`src/rtl/pipe_reg_param_pkg.sv`:
```
// pipe_reg_param shared definitions: default geometry and pipe-control widths.
// Optional occupancy counter is enabled by defining PIPE_REG_PARAM_OCCUPANCY_EN.
package pipe_reg_param_pkg;

    localparam int unsigned PIPE_WIDTH_DEF = 2;
    localparam int unsigned PIPE_DEPTH_DEF = 2;

    // Bits needed to count 0..depth valid entries.
    function automatic int unsigned occ_w(input int unsigned depth);
        return $clog2(depth + 1);
    endfunction

endpackage

```
`src/rtl/pipe_reg_param_stage.sv`:
```
// One elastic stage: enable-gated data register plus valid flop and
// the free/load handshake logic that lets bubbles collapse.
module dff_en #(
    parameter int unsigned WIDTH = 2
) (
    input  logic             clk,
    input  logic             rst,
    input  logic             en,
    input  logic [WIDTH-1:0] d,
    output logic [WIDTH-1:0] q
);

    always_ff @(posedge clk) begin
        if (rst) begin
            q <= '0;
        end else if (en) begin
            q <= d;
        end
    end

endmodule

module pipe_reg_stage
    import pipe_reg_param_pkg::*;
#(
    parameter int unsigned WIDTH = PIPE_WIDTH_DEF
) (
    input  logic             clk,
    input  logic             rst,
    input  logic             flush,
    input  logic             up_valid,
    input  logic [WIDTH-1:0] up_data,
    input  logic             drain,
    output logic             valid,
    output logic [WIDTH-1:0] data,
    output logic             free
);

    logic load;

    // drain: the entry held here moves on this cycle
    assign free = !valid || drain;
    assign load = free && up_valid;

    always_ff @(posedge clk) begin
        if (rst) begin
            valid <= 1'b0;
        end else if (flush) begin
            valid <= 1'b0;
        end else if (free) begin
            valid <= load;
        end
    end

    dff_en #(
        .WIDTH(WIDTH)
    ) u_data (
        .clk(clk),
        .rst(rst),
        .en (load && !flush),
        .d  (up_data),
        .q  (data)
    );

endmodule

```
`src/rtl/pipe_reg_param.sv`:
```
// Elastic pipeline register: DEPTH stages with valid/ready at both ends and flush.
// Define PIPE_REG_PARAM_OCCUPANCY_EN to add the registered occupancy port.
module pipe_reg_param
    import pipe_reg_param_pkg::*;
#(
    parameter  int unsigned WIDTH = PIPE_WIDTH_DEF,
    parameter  int unsigned DEPTH = PIPE_DEPTH_DEF,
    localparam int unsigned OCC_W = occ_w(DEPTH)
) (
    input  logic             clk,
    input  logic             rst,
    input  logic             flush,
    input  logic             in_valid,
    output logic             in_ready,
    input  logic [WIDTH-1:0] in_data,
    output logic             out_valid,
    input  logic             out_ready,
    output logic [WIDTH-1:0] out_data
`ifdef PIPE_REG_PARAM_OCCUPANCY_EN
    ,
    output logic [OCC_W-1:0] occupancy
`endif
);

    for (genvar i = 0; i < DEPTH; i++) begin : g_stage
        logic             up_valid;
        logic             drain;
        logic             valid_q;
        logic             free;
        logic [WIDTH-1:0] up_data;
        logic [WIDTH-1:0] data_q;

        if (i == 0) begin : g_head
            assign up_valid = in_valid;
            assign up_data  = in_data;
        end else begin : g_link
            assign up_valid = g_stage[i-1].valid_q;
            assign up_data  = g_stage[i-1].data_q;
        end

        // The ready chain runs combinationally from out_ready to in_ready.
        if (i == DEPTH - 1) begin : g_tail
            assign drain = out_ready && !flush;
        end else begin : g_mid
            assign drain = g_stage[i+1].free;
        end

        pipe_reg_stage #(
            .WIDTH(WIDTH)
        ) u_stage (
            .clk     (clk),
            .rst     (rst),
            .flush   (flush),
            .up_valid(up_valid),
            .up_data (up_data),
            .drain   (drain),
            .valid   (valid_q),
            .data    (data_q),
            .free    (free)
        );
    end

    assign in_ready  = g_stage[0].free && !flush;
    assign out_valid = g_stage[DEPTH-1].valid_q && !flush;
    assign out_data  = g_stage[DEPTH-1].data_q;

`ifdef PIPE_REG_PARAM_OCCUPANCY_EN
    logic acc;
    logic emit;

    assign acc  = in_valid && in_ready;
    assign emit = out_valid && out_ready;

    always_ff @(posedge clk) begin
        if (rst || flush) begin
            occupancy <= '0;
        end else if (acc && !emit) begin
            occupancy <= occupancy + OCC_W'(1);
        end else if (emit && !acc) begin
            occupancy <= occupancy - OCC_W'(1);
        end
    end
`endif

endmodule
```
`config.mk`:
```
export PLATFORM = sky130hd
export DESIGN_NAME = pipe_reg_param
export DESIGN_NICKNAME = d
export VERILOG_FILES = /design/src/rtl/pipe_reg_param_pkg.sv /design/src/rtl/pipe_reg_param_stage.sv /design/src/rtl/pipe_reg_param.sv
export SDC_FILE = /design/constraint.sdc
export NUM_CORES = 1
export LEC_CHECK = 0
export BUFFER_PORTS_ARGS = -buffer_cell sky130_fd_sc_hd__buf_2
export CAP_MARGIN = 20
export CORE_AREA = 2 2 39 41
export CTS_CLUSTER_SIZE = 25
export DETAILED_ROUTE_END_ITERATION = 7
export DIE_AREA = 0 0 41 43
export GPL_ROUTABILITY_DRIVEN = 0
export PLACE_DENSITY_LB_ADDON = 0.15
export SYNTH_ARGS = -nofsm -noshare
export SYNTH_HDL_FRONTEND = slang
export SYNTH_HIERARCHICAL = 1
export SYNTH_SLANG_ARGS = --single-unit
```
`constraint.sdc`:
```
create_clock -name clk -period 1.45 [get_ports clk]
set_clock_uncertainty 0.1 [all_clocks]
set_input_delay 0.145 -clock clk [delete_from_list [all_inputs] [get_ports clk]]
set_output_delay 0.145 -clock clk [all_outputs]
set_load 0.005 [all_outputs]
```
=== After elaboration in Yosys (flattened, before gate mapping) ===
Cells that the tools add are included.

* Bits in registers: 6
* Output and inout bits: 4

* Reduce and logical (&&, ||, !) cells: 13

{| class="wikitable"
|+ Operators by type and width
! kind !! number
|-
| 1-bit logical AND || 7
|-
| 1-bit zero test || 3
|-
| 1-bit logical OR || 2
|-
| 2-bit OR reduction || 1
|}

=== Longest topological paths before layout ===
Gate-level depths: netlist (run 1).

* Word-level depth: 6
* Gate-level depth with buffers: 6
* Depth with buffers taken out: 6

=== Modules after synthesis ===
The synthesis (run 1) kept the hierarchy.

{| class="wikitable"
|+ Modules (own cells, without submodules)
! module !! times used !! cells an instance !! area an instance (um2) !! seq. area each (um2)
|-
| dff_en || 2 || 6 || 67.6 || 40.0
|-
| pipe_reg_stage || 2 || 5 || 57.6 || 20.0
|-
| pipe_reg_param || 1 || 3 || 18.8 || 0.0
|}

=== Least setup slack after synthesis (run 1) ===
Ideal clock, no wire load.

* Path kind: register to register
* Start: reg g_stage[1].u_stage.valid
* End: reg g_stage[0].u_stage.u_data.q[0]
* Setup time: 0.114 ns
* Data arrival time: 1.076 ns
* Setup slack: 0.160 ns
* Cell stages (with the launch flop): 6
* Path buffers: 0
* Path through: dfxtp_1 -> nand2b_4 -> nand2b_4 -> nor3b_1 -> mux2i_1 -> nor2_1

* Word-level cells in the longest chain between the ends: 5

{| class="wikitable"
|+ Ends and longest elaborated chain
! item !! RTL line !! source
|-
| start, declared || pipe_reg_param_stage.sv:34 || <nowiki>output logic valid,</nowiki>
|-
| start signal, assigned || pipe_reg_param_stage.sv:51 || <nowiki>valid <= load;</nowiki>
|-
| 1-bit zero test || pipe_reg_param_stage.sv:42 || <nowiki>assign free = !valid || drain;</nowiki>
|-
| 1-bit logical OR || pipe_reg_param_stage.sv:42 ||
|-
| net g_stage[0].drain || pipe_reg_param.sv:27 || <nowiki>logic drain;</nowiki>
|-
| 1-bit logical OR || pipe_reg_param_stage.sv:42 ||
|-
| net g_stage[0].free || pipe_reg_param.sv:29 || <nowiki>logic free;</nowiki>
|-
| 1-bit logical AND || pipe_reg_param_stage.sv:43 || <nowiki>assign load = free && up_valid;</nowiki>
|-
| 1-bit logical AND || pipe_reg_param_stage.sv:60 || <nowiki>.en (load && !flush),</nowiki>
|-
| end signal, assigned || pipe_reg_param_stage.sv:15 || <nowiki>q <= '0;</nowiki>
|-
| end signal, assigned || pipe_reg_param_stage.sv:17 || <nowiki>q <= d;</nowiki>
|-
| end, declared || pipe_reg_param_stage.sv:10 || <nowiki>output logic [WIDTH-1:0] q</nowiki>
|}

The timed path passes the listed nets, and every way through them passes these cells.
A chain may end at the register's enable or synchronous reset.

=== Worst setup path in the final report (run 1) ===
Same ends and word-level chain as after synthesis.

==> results of run 1 <==
[synth_stat cells]
master | number | share of area, %
nor3b_1 | 2 | 5.6
mux2i_1 | 4 | 15
inv_1 | 2 | 2.8
nor2_1 | 4 | 5.6
a211oi_2 | 2 | 9.3
dfxtp_1 | 6 | 45
nor2b_1 | 3 | 7.0
nand2b_4 | 2 | 10
[power by group through the flow]
stage	Combinational [mW]	Clock (mW)	Sequential, mW
global route	0.0423	0.170	0.174
CTS	0.0383	0.166	0.174
global placement	0.0377	0	0.177
floorplan	0.0162	0	0.176
finish	0.0374	0.154	0.174
detailed placement	0.0382	0	0.177
[cells by family (layout without fill, tap and decap cells)]
family / Yosys count / count (layout)
buffers and inverters: 2 / 18
muxes: 4 / 4
and+or+nand+nor: 11 / 11
AOI/OAI and AO/OA: 2 / 2
DFF: 6 / 6
[metrics by stage]
step | instances | power (mW) | utilization (%) | area [um^2]
after floorplan | 25 | 0.192 | - | 269
after CTS | 57 | 0.378 | 27.8 | 384
after detailed placement | 54 | 0.215 | 26.1 | 362
final | 57 | 0.365 | 27.8 | 384
after global routing | 57 | 0.387 | 27.8 | 384
after global placement | 54 | 0.214 | 26.1 | 362
[placed cells by master (no fill, tap or decap), drive strengths merged]
cell	count
a211oi	2
buf	13
clkbuf	3
dfxtp	6
inv	2
mux2i	4
nand2b	2
nor2	4
nor2b	3
nor3b	2
[worst reg2reg max path, cell delays in order (launching register included)]
cell and delay, ns:
dfxtp_1 0.32, nand2b_4 0.08, nand2b_4 0.13, nor3b_1 0.20, buf_4 0.16, mux2i_1 0.18
nor2_1 0.05
[state kept, by name, indices dropped and copies added (netlist names)]
| signal | flops |
|---|---|
| g_stage.u_stage/valid | 2 |
| g_stage.u_stage/u_data/q | 4 |
[final timing paths]
kind | start | to | slack [ns]
setup / recovery | g_stage[1].u_stage/valid$_SDFFE_PP0P_ | g_stage[0].u_stage/u_data/q[0]$_SDFFE_PP0P_ | 0.14
hold / removal | in_data[0] | g_stage[0].u_stage/u_data/q[0]$_SDFFE_PP0P_ | 0.04
hold reg to reg | g_stage[1].u_stage/u_data/q[1]$_SDFFE_PP0P_ | g_stage[1].u_stage/u_data/q[1]$_SDFFE_PP0P_ | 0.39
setup reg to reg | g_stage[1].u_stage/valid$_SDFFE_PP0P_ | g_stage[0].u_stage/u_data/q[0]$_SDFFE_PP0P_ | 0.14
[area by class of cell]
class                   instances  area [um^2]  area share [%]
multi-input cells              17          141            36.8
flip-flops and latches          6          120            31.3
repair buffers                 13         72.6            18.9
clock buffers                   3         22.5            5.86
well taps                      16         20.0            5.21
inverters                       2         7.51            1.95
[metal layers]
| metal | vias up | track usage (%) | wire (um) |
|---|---|---|---|
| li1 | 115 | - | - |
| met1 | 91 | 9.03 | 245 |
| met4 | 0 | 10.0 | 0 |
| met5 | - | 0 | 0 |
| met2 | 9 | 10.0 | 240 |
| met3 | 0 | 1.57 | 44 |
==> flow_summary_export.csv, run 1 <==
group,metric,value,unit
sta,worst_slack,0.140,ns
synth,ys_warn_count,6,
setup_path,critical_path_buf_inv_count,1,
clock_tree,post_cts_buffers,0,
clock_tree,cts_hold_buf,0,
global_route,grt_pass1_wl,869,um
power_and_ir_drop,clock_power_share,42.2,%
global_route,antenna_found_initial,0,
sta,worst_pin_slew,0.185,ns
sta,setup-violations-final,0,
setup_path,start_kind,"flip-flop",
sta,fin_setup_tns,0,ns
power_and_ir_drop,internal-power,285,uW
clock_tree,cts_root_buffer,"clkbuf_4",
clock_tree,cts_buffers,3,
sta,drv_slew,0,
synth,synth_xor_area_share,0,%
setup_path,path_cells,"nand2b_4 > nand2b_4 > nor3b_1 > buf_4 > mux2i_1 > nor2_1",
synth,ys_ff_latch,6,
final_layout,nNetsFinal,50,
synth,synth.cell_area,269,um^2
setup_path,cp_max_fo,3,
detailed_routing,wl_per_cell,9.32,um
global_route,grt_max_degree,7,
clock_tree,cts_tree,"built",
sta,rsz0062_at_grt,"no",
floorplan,dieArea,1760,um^2
synth,yosysUniqueCellTypes,8,
clock_tree,cts_resized,0,
worst_hold_path,holdPathStages,3,
setup_path,crit_top_cell,"nand2b_4",
placed_design,hpwlAfterDp,416,um
global_route,gr-usage-all-layers,7.84,%
power_and_ir_drop,power_frac_seq,47.6,%
setup_path,critPathTopFamily,"simple AND/OR/NAND/NOR gates",
sta,slew_headroom,87.6,%
setup_path,arrival,1.34,ns
detailed_routing,ant_nets,0,
floorplan,die_height,43,um
synth,seq_area_frac_synth,44.7,%
power_and_ir_drop,p_sw,79.8,uW
synth,synth-simple-area-share,28.4,%
sta,min_period,1.31,ns
run,max_cap_viol_count,0,
detailed_routing,drt-total-wl,531,um
synth,synth_adder_area_share,0,%
placed_design,place_ws,0.0303,ns
floorplan,io_pins,11,
detailed_routing,firstDrtPassIters,1,
setup_path,path_depth,6,
setup_path,end_kind,"flip-flop",
power_and_ir_drop,p_leak,0.174,nW
final_layout,antenna_cells,0,
final_layout,syn_to_final_growth,42.8,%
synth,netlist_instances,25,
clock_tree,htreeDepth,1,
synth,synth_nets,32,
global_route,grt_remaining_overflow,0,
detailed_routing,vias_per_cell,3.77,
sta,hold_viol,0,
floorplan,start_util,19.4,%
sta,hold_ws,0.0422,ns
placed_design,io_buffers,10,
detailed_routing,drtIter0Drc,0,
setup_path,reg2reg_depth,6,
worst_hold_path,hp-class,"input pin to flip-flop",
synth,synth_top_family_by_area,"simple AND/OR/NAND/NOR gates",
power_and_ir_drop,p_comb_share,10.2,%
power_and_ir_drop,switching_share,21.9,%
clock_tree,clk_latency,0.24,ns
floorplan,fp.dieW,41,um
synth,muxShareOfSynthArea,14.9,%
detailed_routing,vias,215,
run_status,status,"finished clean",
synth,synth_compound_area_share,9.30,%
power_and_ir_drop,p_per_area,951,nW/um^2
setup_path,critical-path-max-stage-delay,0.32,ns
sta,max_freq,0.763,GHz
final_layout,drive_gt1_share,48.8,%
clock_tree,cts_sinks,6,
detailed_routing,drc,0,
setup_path,critPathKind,"flip-flop to flip-flop",
final_layout,n_fill_cell,161,
floorplan,coreArea,1380,um^2
power_and_ir_drop,vdd_ir_drop_max,0.310,mV
setup_path,cpMaxStageDelayCell,"dfxtp_1",
clock_tree,cts_buffer_depth,2,
synth,avgSynthCellArea,10.8,um^2
clock_tree,path_clk_slew,0.04,ns
setup_path,worstPathRequired,1.48,ns
floorplan,rows,14,
global_route,grt_pass1_vias,235,
sta,period_share,90.4,%
Power figures use the tool's default switching activity.
==> run 2, diff against run 1 <==
--- a/config.mk
+++ b/config.mk
@@ -7,10 +7,10 @@
 export LEC_CHECK = 0
 export BUFFER_PORTS_ARGS = -buffer_cell sky130_fd_sc_hd__buf_2
 export CAP_MARGIN = 20
-export CORE_AREA = 2 2 39 41
+export CORE_AREA = 3 3 40 42
 export CTS_CLUSTER_SIZE = 25
 export DETAILED_ROUTE_END_ITERATION = 7
-export DIE_AREA = 0 0 41 43
+export DIE_AREA = 0 0 43 45
 export GPL_ROUTABILITY_DRIVEN = 0
 export PLACE_DENSITY_LB_ADDON = 0.15
 export SYNTH_ARGS = -nofsm -noshare
==> run 2 against run 1 <==
Effect of this change:
- die area rose by 9.8%
- critical endpoint is now in_ready
- first-iteration DRC count rose by 2
- sequential power barely moved
- combinational power barely moved
==> flow_summary_export.csv, run 2 (synthesized netlist as in run 1, its figures left out) <==
group,metric,value,unit
run_status,status,"finished clean",
floorplan,coreArea,1280,um^2
global_route,antenna_found_initial,0,
final_layout,regMostFlops,"g_stage.u_stage/u_data/q",
detailed_routing,drtIter0Drc,2,
detailed_routing,drt-total-wl,536,um
sta,fin_setup_tns,0,ns
sta,hold_viol,0,
sta,period_share,89.3,%
setup_path,end_kind,"primary output",
clock_tree,cts_sinks,6,
sta,max_freq,0.772,GHz
power_and_ir_drop,vdd_ir_drop_max,0.325,mV
power_and_ir_drop,internal-power,285,uW
final_layout,drive_gt1_share,48.8,%
worst_hold_path,hp-class,"input pin to flip-flop",
clock_tree,htreeDepth,1,
global_route,grt_pass1_wl,876,um
placed_design,io_buffers,10,
final_layout,final_cell_mix,"buf_2, dfxtp_1, mux2i_1, nor2_1",
floorplan,rows,13,
power_and_ir_drop,p_per_area,946,nW/um^2
power_and_ir_drop,p_leak,0.174,nW
setup_path,cp_max_fo,3,
final_layout,largest_register_ffs,4,
power_and_ir_drop,p_total,362,uW
clock_tree,cts_buffer_depth,2,
clock_tree,cts_buffers,3,
sta,worst_pin_slew,0.127,ns
final_layout,antenna_cells,0,
detailed_routing,drc,0,
setup_path,worstPathRequired,1.21,ns
global_route,grt_remaining_overflow,0,
final_layout,syn_to_final_growth,42.3,%
final_layout,multiInputGateArea,141,um^2
sta,drv_slew,0,
power_and_ir_drop,p_sw,76.8,uW
clock_tree,path_clk_slew,0.04,ns
floorplan,io_pins,11,
detailed_routing,ant_nets,0,
setup_path,critPathKind,"flip-flop to primary output",
clock_tree,cts_resized,0,
placed_design,hpwlAfterDp,414,um
clock_tree,cts_hold_buf,0,
final_layout,n_fill_cell,138,
floorplan,die_height,45,um
sta,min_period,1.29,ns
power_and_ir_drop,p_comb_share,10.4,%
power_and_ir_drop,power_frac_seq,48.0,%
final_layout,nNetsFinal,50,
final_layout,regArea,120,um^2
final_layout,final_common_cell,"buf_2",
global_route,gr-usage-all-layers,6.93,%
sta,rsz0062_at_grt,"no",
clock_tree,cts_tree,"built",
detailed_routing,vias_per_cell,3.93,
global_route,grt_pass1_vias,219,
detailed_routing,firstDrtPassIters,2,
setup_path,start_kind,"flip-flop",
global_route,grt_max_degree,7,
final_layout,utilization,29.8,%
setup_path,arrival,1.05,ns
placed_design,placedCellCount,53,
power_and_ir_drop,switching_share,21.2,%
final_layout,instances_no_fill,56,
final_layout,largest_registers,"g_stage.u_stage/u_data/q x4, g_stage.u_stage/valid x2",
power_and_ir_drop,clock_power_share,41.6,%
run,max_cap_viol_count,0,
sta,setup-violations-final,0,
floorplan,dieArea,1940,um^2
clock_tree,cts_root_buffer,"clkbuf_4",
detailed_routing,vias,220,
detailed_routing,wl_per_cell,9.57,um
sta,slew_headroom,91.3,%
clock_tree,post_cts_buffers,0,
clock_tree,clk_latency,0.24,ns
floorplan,fp.dieW,43,um
floorplan,start_util,20.9,%
-- run 2: final cells by class --
cell class	count	area share, %
Clock buffer	3	5.88
Inverter	2	1.96
Tap cell	15	4.90
Timing Repair Buffer	13	19.0
Multi-Input combinational cell	17	36.9
Sequential cell	6	31.4
-- run 2: layer usage --
metal  routed length [um]  GRT usage [%]
met1                  245           6.55
met2                  256           9.58
met3                   34           3.59
met4                    0           9.04
met5                    0              0
-- run 2: per-stage QoR --
step           worst slack [ns]  cell area, um^2  hold slack (ns)
6_report                  0.155              383           0.0532
5_1_grt                  0.0317              383           0.0472
4_1_cts                   0.131              383           0.0414
3_5_place_dp             0.0652              360            0.299
3_3_place_gp             0.0601              360            0.289
2_1_floorplan             0.160              269            0.110
-- run 2: final timing paths --
check | endpoint | cells after the start | slack, ns | start
max | in_ready | 4 | 0.16 | g_stage[1].u_stage/valid$_SDFFE_PP0P_
min | g_stage[0].u_stage/u_data/q[0]$_SDFFE_PP0P_ | 3 | 0.05 | in_data[0]
max reg2reg | g_stage[0].u_stage/u_data/q[1]$_SDFFE_PP0P_ | 6 | 0.16 | g_stage[1].u_stage/valid$_SDFFE_PP0P_
min reg2reg | g_stage[1].u_stage/u_data/q[0]$_SDFFE_PP0P_ | 2 | 0.40 | g_stage[1].u_stage/u_data/q[0]$_SDFFE_PP0P_
-- run 2: power groups by stage --
stage | registers [mW] | logic (mW) | clock network, mW
after floorplan | 0.176 | 0.0162 | 0
after global placement | 0.177 | 0.0372 | 0
after detailed placement | 0.177 | 0.0377 | 0
after CTS | 0.174 | 0.0380 | 0.162
after global routing | 0.174 | 0.0414 | 0.169
final | 0.174 | 0.0375 | 0.151
-- run 2: critical path, cell delays in order, from the launching register on --
cell and delay (ns):
dfxtp_1 0.36, nand2b_4 0.07, nand2b_4 0.14, nor2b_1 0.12, buf_2 0.12
